**src/rtl/round_robin_arbiter.sv**
```systemverilog
// ============================================================================
//  Module   : round_robin_arbiter
//  Purpose  : Round-robin arbiter with a registered one-hot grant, a binary
//             grant index and a rotating priority pointer. Each grant is held
//             until the grantee signals done, followed by one idle cycle.
//             Optional feature macro ARB_TIMEOUT_EN adds a hold counter that
//             forces a release (with a one-cycle timeout pulse) after MAX_HOLD
//             grant cycles.
//  Revision : 1.0 - initial release
// ============================================================================
`default_nettype none

module round_robin_arbiter #(
    parameter int NUM_REQ  = 8,
    parameter int IDX_W    = $clog2(NUM_REQ),
    parameter int MAX_HOLD = 16
) (
    input  logic               clk,
    input  logic               rst,
    input  logic [NUM_REQ-1:0] req,
    input  logic               done,
    output logic [NUM_REQ-1:0] gnt,
    output logic [IDX_W-1:0]   gnt_idx,
    output logic               gnt_valid,
    output logic               timeout
);

    typedef enum logic [0:0] {
        IDLE  = 1'b0,
        GRANT = 1'b1
    } state_t;

    localparam logic [NUM_REQ-1:0] c_one = {{(NUM_REQ-1){1'b0}}, 1'b1};

    // Reject configurations whose index cannot address every requester or
    // whose hold limit would release before the first grant cycle completes.
    if ((IDX_W < $clog2(NUM_REQ)) || (IDX_W < 1) || (MAX_HOLD < 1)) begin : g_cfg_check
        $error("round_robin_arbiter: illegal NUM_REQ/IDX_W/MAX_HOLD combination");
    end

    state_t               state_q;
    logic [IDX_W-1:0]     ptr_q;
    logic [NUM_REQ-1:0]   gnt_q;
    logic [IDX_W-1:0]     gnt_idx_q;
    logic                 gnt_valid_q;

    logic                 win_found_d;
    logic [IDX_W-1:0]     win_idx_d;
    logic [IDX_W-1:0]     ptr_inc_d;
    logic [IDX_W:0]       cand_sum;
    logic [IDX_W:0]       inc_sum;

    // Winner search: scan offsets from the far end down to 0 so that the
    // requester closest to ptr (searching upward, wrapping) is written last.
    always_comb begin
        win_found_d = 1'b0;
        win_idx_d   = '0;
        cand_sum    = '0;
        for (int k = NUM_REQ - 1; k >= 0; k--) begin
            cand_sum = {1'b0, ptr_q} + (IDX_W+1)'(k);
            if (cand_sum >= (IDX_W+1)'(NUM_REQ)) begin
                cand_sum = cand_sum - (IDX_W+1)'(NUM_REQ);
            end
            if (req[cand_sum[IDX_W-1:0]]) begin
                win_found_d = 1'b1;
                win_idx_d   = cand_sum[IDX_W-1:0];
            end
        end
    end

    // Pointer value after a release: one past the current grantee, modulo NUM_REQ.
    always_comb begin
        inc_sum = {1'b0, gnt_idx_q} + {{IDX_W{1'b0}}, 1'b1};
        if (inc_sum >= (IDX_W+1)'(NUM_REQ)) begin
            inc_sum = '0;
        end
        ptr_inc_d = inc_sum[IDX_W-1:0];
    end

`ifdef ARB_TIMEOUT_EN
    localparam int CNT_W = (MAX_HOLD > 1) ? $clog2(MAX_HOLD) : 1;

    logic [CNT_W-1:0] hold_cnt_q;
    logic             timeout_q;

    // Arbiter state machine with hold counter; the counter is 0 on the first
    // grant cycle and an explicit done on the limit cycle wins over timeout.
    always_ff @(posedge clk or posedge rst) begin
        if (rst) begin
            state_q     <= IDLE;
            ptr_q       <= '0;
            gnt_q       <= '0;
            gnt_idx_q   <= '0;
            gnt_valid_q <= 1'b0;
            hold_cnt_q  <= '0;
            timeout_q   <= 1'b0;
        end else begin
            timeout_q <= 1'b0;
            case (state_q)
                IDLE: begin
                    if (win_found_d) begin
                        state_q     <= GRANT;
                        gnt_q       <= c_one << win_idx_d;
                        gnt_idx_q   <= win_idx_d;
                        gnt_valid_q <= 1'b1;
                        hold_cnt_q  <= '0;
                    end
                end
                GRANT: begin
                    if (done || (hold_cnt_q == CNT_W'(MAX_HOLD - 1))) begin
                        state_q     <= IDLE;
                        gnt_q       <= '0;
                        gnt_valid_q <= 1'b0;
                        ptr_q       <= ptr_inc_d;
                        hold_cnt_q  <= '0;
                        timeout_q   <= ~done;
                    end else begin
                        hold_cnt_q  <= hold_cnt_q + {{(CNT_W-1){1'b0}}, 1'b1};
                    end
                end
                default: state_q <= IDLE;
            endcase
        end
    end

    assign timeout = timeout_q;
`else
    // Arbiter state machine: a grant is held until done, however long that takes.
    always_ff @(posedge clk or posedge rst) begin
        if (rst) begin
            state_q     <= IDLE;
            ptr_q       <= '0;
            gnt_q       <= '0;
            gnt_idx_q   <= '0;
            gnt_valid_q <= 1'b0;
        end else begin
            case (state_q)
                IDLE: begin
                    if (win_found_d) begin
                        state_q     <= GRANT;
                        gnt_q       <= c_one << win_idx_d;
                        gnt_idx_q   <= win_idx_d;
                        gnt_valid_q <= 1'b1;
                    end
                end
                GRANT: begin
                    if (done) begin
                        state_q     <= IDLE;
                        gnt_q       <= '0;
                        gnt_valid_q <= 1'b0;
                        ptr_q       <= ptr_inc_d;
                    end
                end
                default: state_q <= IDLE;
            endcase
        end
    end

    assign timeout = 1'b0;
`endif

    assign gnt       = gnt_q;
    assign gnt_idx   = gnt_idx_q;
    assign gnt_valid = gnt_valid_q;

endmodule

`default_nettype wire

```
**config.mk**
```make
export PLATFORM = sky130hd
export DESIGN_NAME = round_robin_arbiter
export DESIGN_NICKNAME = d
export VERILOG_FILES = /design/src/rtl/round_robin_arbiter.sv
export SDC_FILE = /design/constraint.sdc
export NUM_CORES = 1
export LEC_CHECK = 0
export CAP_MARGIN = 20
export CORE_ASPECT_RATIO = 2
export CORE_MARGIN = 2
export CORE_UTILIZATION = 25
export CTS_BUF_LIST = sky130_fd_sc_hd__clkbuf_8 sky130_fd_sc_hd__clkbuf_16
export DETAILED_ROUTE_END_ITERATION = 10
export PLACE_DENSITY_LB_ADDON = 0.05
export SYNTH_ARGS = -nofsm -noshare
export SYNTH_HDL_FRONTEND = slang
export SYNTH_SLANG_ARGS = --single-unit
```
**constraint.sdc**
```tcl
create_clock -name clk -period 6.3 [get_ports clk]
set_clock_uncertainty 0.1 [all_clocks]
set_input_delay 1.26 -clock clk [delete_from_list [all_inputs] [get_ports clk]]
set_output_delay 1.26 -clock clk [all_outputs]
set_load 0.05 [all_outputs]
```
# --- Yosys cells after proc, flatten, opt, wreduce, memory -nomap -nowiden ---
# Cells that the tools add are included.
op_classes:
  reduce_logical: 3
  n_eq_ne: 2
  n_shift: 1
  magnitude_cmp: 17
  n_div: 0
  multipliers: 0
  bitwise: 1
  add_sub_neg: 16
  muxes: 50
op_table:
  columns: ["op", "count"]
  rows:
  - ["2-to-1 mux 3 bit", 17]
  - [">= comparator 4 bit, second input constant", 8]
  - ["less-than comparator 3 x 4 -> 1 bit, second input constant", 8]
  - ["binary-select mux 1 bit (select 3 bit)", 8]
  - ["subtractor 3 x 1 -> 3 bit, second input constant", 8]
  - ["2-to-1 mux 1 bit", 20]
  - ["adder 3 x 3 -> 4 bit, second input constant", 4]
  - ["2-to-1 mux 8 bit", 2]
  - ["case mux 8 bit (2 select lines)", 1]
  - ["adder 3 x 1 -> 4 bit, second input constant", 2]
  - ["adder 3 x 2 -> 4 bit, second input constant", 2]
  - ["<< shifter 1 x 3 -> 8 bit, first input constant", 1]
  - ["AND reduction 2 bit", 3]
  - [">= comparator 3 x 4 -> 1 bit, second input constant", 1]
  - ["!= test 2 bit, second input constant", 2]
  - ["case mux 1 bit (2 select lines)", 2]
  - ["NOT 1 bit", 1]
word_totals:
  in_bits: 11
  mem_bits_ro: 0
  elab_cells: 95
  ramBits: 0
  regBits: 16
  n_memories: 0
  latch_bits: 0

# --- Longest topological paths before layout ---
depth:
  ltp_word: 16
  depth_mapped: 13
  ltp_nobuf: 9

# --- Worst setup path after synthesis ---
# Ideal clock, no wire load.
synth_timing:
  kind: "reg-to-reg"
  startpoint: "register ptr_q[1]"
  endpoint: "register gnt_q[3], in the netlist gnt[3]"
  synth_period_minus_slack_ns: 3.369
  slack_ns: 2.931
  path_buffers: 3
  stages_incl_launch_ff: 13
  t_arrival_ns: 3.148
  path_cell_list: "dfrtp_1 -> buf_2 -> clkbuf_1 -> inv_1 -> ha_1 -> buf_6 -> mux4_2 -> mux2i_4 -> o21ai_0 -> a311o_1 -> and4b_4 -> and3_4 -> a22o_1"
synth_between:
  elab_chain_len: 16
  word_cells_on_any_way: 68
  classes_between: "add/sub (15); order compare (8); eq/ne (1); shift (1); mux (42); reduce/logical (1)"
synth_rtl:
  columns: ["item", "line", "rtl"]
  rows:
  - ["start: declaration", "42", "logic [IDX_W-1:0] ptr_q;"]
  - ["start signal: assignment", "151", "ptr_q <= ptr_inc_d;"]
  - ["adder 3 x 3 -> 4 bit", "60", "cand_sum = {1'b0, ptr_q} + (IDX_W+1)'(k);"]
  - [">= comparator 4 bit / subtractor 3 x 1 -> 3 bit (equally long branches)", "61, 62", null]
  - ["2-to-1 mux 3 bit", "61", "if (cand_sum >= (IDX_W+1)'(NUM_REQ)) begin"]
  - ["binary-select mux 1 bit (select 3 bit)", "64", "if (req[cand_sum[IDX_W-1:0]]) begin"]
  - ["2-to-1 mux 1 bit (not written as such)", "64", null]
  - ["2-to-1 mux 3 bit (8 in a row)", "64", null]
  - ["<< shifter 1 x 3 -> 8 bit", "141", "gnt_q <= c_one << win_idx_d;"]
  - ["2-to-1 mux 8 bit", "139", "if (win_found_d) begin"]
  - ["case mux 8 bit (2 select lines)", "137", "case (state_q)"]
  - ["end signal: assignment", "141", null]
  - ["end: declaration", "43", "logic [NUM_REQ-1:0] gnt_q;"]
# Several ways; a longest one is shown, not always the timed one. The select of a mux whose other input is x is not followed.
# A chain may end at the register's enable or synchronous reset.

# --- Worst setup path after layout ---
layout_timing:
  startpoint: "register ptr_q[0]"
  endpoint: "register gnt_q[7], in the netlist gnt[7]"
# The elaborated chain is that of the path after synthesis.

==> impl_metrics.env <==
export IMPL_synth_edff_count=0
export IMPL_insertion_delay_ns=0.25
export IMPL_die_height_um=119
export IMPL_syn2layout_area_growth_pct=21.1
export IMPL_ys_warn_count=0
export IMPL_final_cell_mix="clkdlybuf4s50_1 (22), nand2_1 (16), dfrtp_1 (16), mux2i_1 (14), mux4_2 (13)"
export IMPL_min_to="gnt[5]"
export IMPL_rr_worst_depth=7
export IMPL_critPathLaunchType="register"
export IMPL_antenna_cells=0
export IMPL_first_global_vias=1444
export IMPL_synth_ff_type="dfrtp_1"
export IMPL_holdPathStages=1
export IMPL_seq_area_frac_synth=0.240
export IMPL_synth_seq_cells=16
export IMPL_clock_path_buffers=2
export IMPL_antenna_found_initial=0
export IMPL_rsz0062_at_grt="false"
export IMPL_initialDrtViolationCount=58
export IMPL_placed_area_um2=1930
export IMPL_worstReg2RegEnd="gnt[7]"
export IMPL_ys_types=51
export IMPL_grt_overflow_total=0
export IMPL_worst_slew_pin_slew_ns=0.871
export IMPL_hpwl_mm=3.40
export IMPL_io_buffers=22
export IMPL_finalMaxSlewViolations=0
export IMPL_status="finished, final reports clean"
export IMPL_grt_use_total=0.137
export IMPL_avgSynthCellArea_um2=10.5
export IMPL_syn_nets=173
export IMPL_die_w_um=61.7
export IMPL_cts_buffers=3
export IMPL_cp_required_ns=6.39
export IMPL_arrival_ns=4.30
export IMPL_ctsHtreeMaxLevel=1
export IMPL_instances_no_fill=264
export IMPL_initial_core_util=0.256
export IMPL_ant_nets=0
export IMPL_min_period_over_period=0.669
export IMPL_crit_chain="inv_2 > ha_1 > mux4_2 > nor4_1 > a31oi_1 > a21oi_1 > a22o_1"
export IMPL_path_buf_inv=1
export IMPL_synth_async_reset_ratio=1.00
export IMPL_hold_viol=0
export IMPL_final_common_cell="clkdlybuf4s50_1"
export IMPL_crit_path_end_kind="register"
export IMPL_grt_start_max_net_pins=23
export IMPL_cts_root_buf="clkbuf_16"
export IMPL_dieArea_um2=7380
export IMPL_cts_hold_buf=0
export IMPL_setup_viol=0
export IMPL_std_cell_rows=42
export IMPL_timing_fmax_ghz=0.237
export IMPL_postLayoutCellArea_um2=2020
export IMPL_crit_type="reg -> reg"
export IMPL_clk_pin_slew_ns=0.05
export IMPL_cts_sinks=16
export IMPL_hp_start="gnt[5]"
export IMPL_reg2reg_from="ptr_q[0]"
export IMPL_fin_setup_tns_ns=0
export IMPL_slowest_delay_ns=0.80
export IMPL_synthesis_area_um2=1670
export IMPL_post_cts_buffers=0
export IMPL_syn_instance_count=159
export IMPL_r2r_slack_ns=2.09
export IMPL_slowest_stage="ha_1"
export IMPL_routed_wl_mm=4.46
export IMPL_routedWlPerCell_um=16.9
export IMPL_cts_repair_resized=0
export IMPL_drv_cap=0
export IMPL_placed_cells=260
export IMPL_critical_path_top_delay_family="compound AO/OA/AOI/OAI gates"
export IMPL_maxSlewHeadroom=0.419
export IMPL_grt_pass1_wl_mm=7.65
export IMPL_num_vias=1369
export IMPL_routed_via_density=5.19
export IMPL_hold_class="reg -> reg"
export IMPL_cp_max_fo=16
export IMPL_drive_gt1_frac=0.182
export IMPL_dr_pass1_iters=4
export IMPL_tritoncts="yes"
export IMPL_drcViolationCount=0
export IMPL_core_area_um2=6520
export IMPL_pin_count=24
export IMPL_place_gp_congestion=0.753
export IMPL_period_needed_ns=4.21
export IMPL_fin_nets=191
per-layer routing:
layer | wire length (µm) | track usage | share of wire
met3 | 99 | 0.0217 | 0.022
met4 | 90 | 0.0412 | 0.020
met5 | 0 | 0 | 0
met1 | 1900 | 0.187 | 0.43
met2 | 2360 | 0.216 | 0.53
final cells by class:
class / instances / area (µm²)
repair buffers: 23 / 228
fillers: 720 / 4500
inverters: 7 / 26.3
flip-flops and latches: 16 / 400
well taps: 88 / 110
clock buffers: 4 / 88.8
multi-input cells: 126 / 1160
state kept, by name, indices dropped and copies added (netlist names):
signal	count
state_q	1
gnt_valid	1
ptr_q	3
gnt_idx	3
gnt	8
metrics by stage:
step	hold WS, ns	setup slack, ns	utilization
after CTS	0.404	2.09	0.310
after global placement	0.389	2.14	0.296
after global routing	0.418	1.81	0.310
after detailed placement	0.393	2.10	0.296
final	0.396	2.09	0.310
after floorplan	0.407	2.93	-
Yosys cell counts, types with 3 or more instances:
master / n / area [µm²]
dfrtp_1: 16 / 400
nand2_1: 16 / 60.1
mux2i_1: 14 / 140
mux4_2: 13 / 293
a21oi_1: 11 / 55.1
nor2_1: 10 / 37.5
o21ai_0: 7 / 35.0
a22o_1: 6 / 52.6
inv_1: 6 / 22.5
mux2_2: 4 / 45.0
ha_1: 3 / 37.5
kinds of logic (layout without fill, tap and decap cells):
logic type / after synthesis / count (layout) / share of synthesized area
buf+inv: 17 / 34 / 0.0608
xor+xnor: 3 / 3 / 0.0158
flops: 16 / 16 / 0.240
other cells: 1 / 1 / 0.00225
fa+ha+maj: 3 / 3 / 0.0225
mux: 36 / 36 / 0.350
compound gates: 45 / 45 / 0.191
simple gates: 38 / 38 / 0.118
worst max path at each step:
stage	start	cells after the start	end	slack [ns]
CTS	ptr_q[0]	7	gnt[3]	2.09
global placement	req[4]	6	gnt[3]	2.14
detailed placement	ptr_q[0]	7	gnt[7]	2.10
finish	ptr_q[0]	7	gnt[7]	2.09
floorplan	ptr_q[1]	12	gnt[3]	2.93
global route	ptr_q[0]	7	gnt[6]	1.81
Power is left out: the tool's default activity adds up to more than one toggle a clock period on the data nets, which glitch-free logic cannot reach.
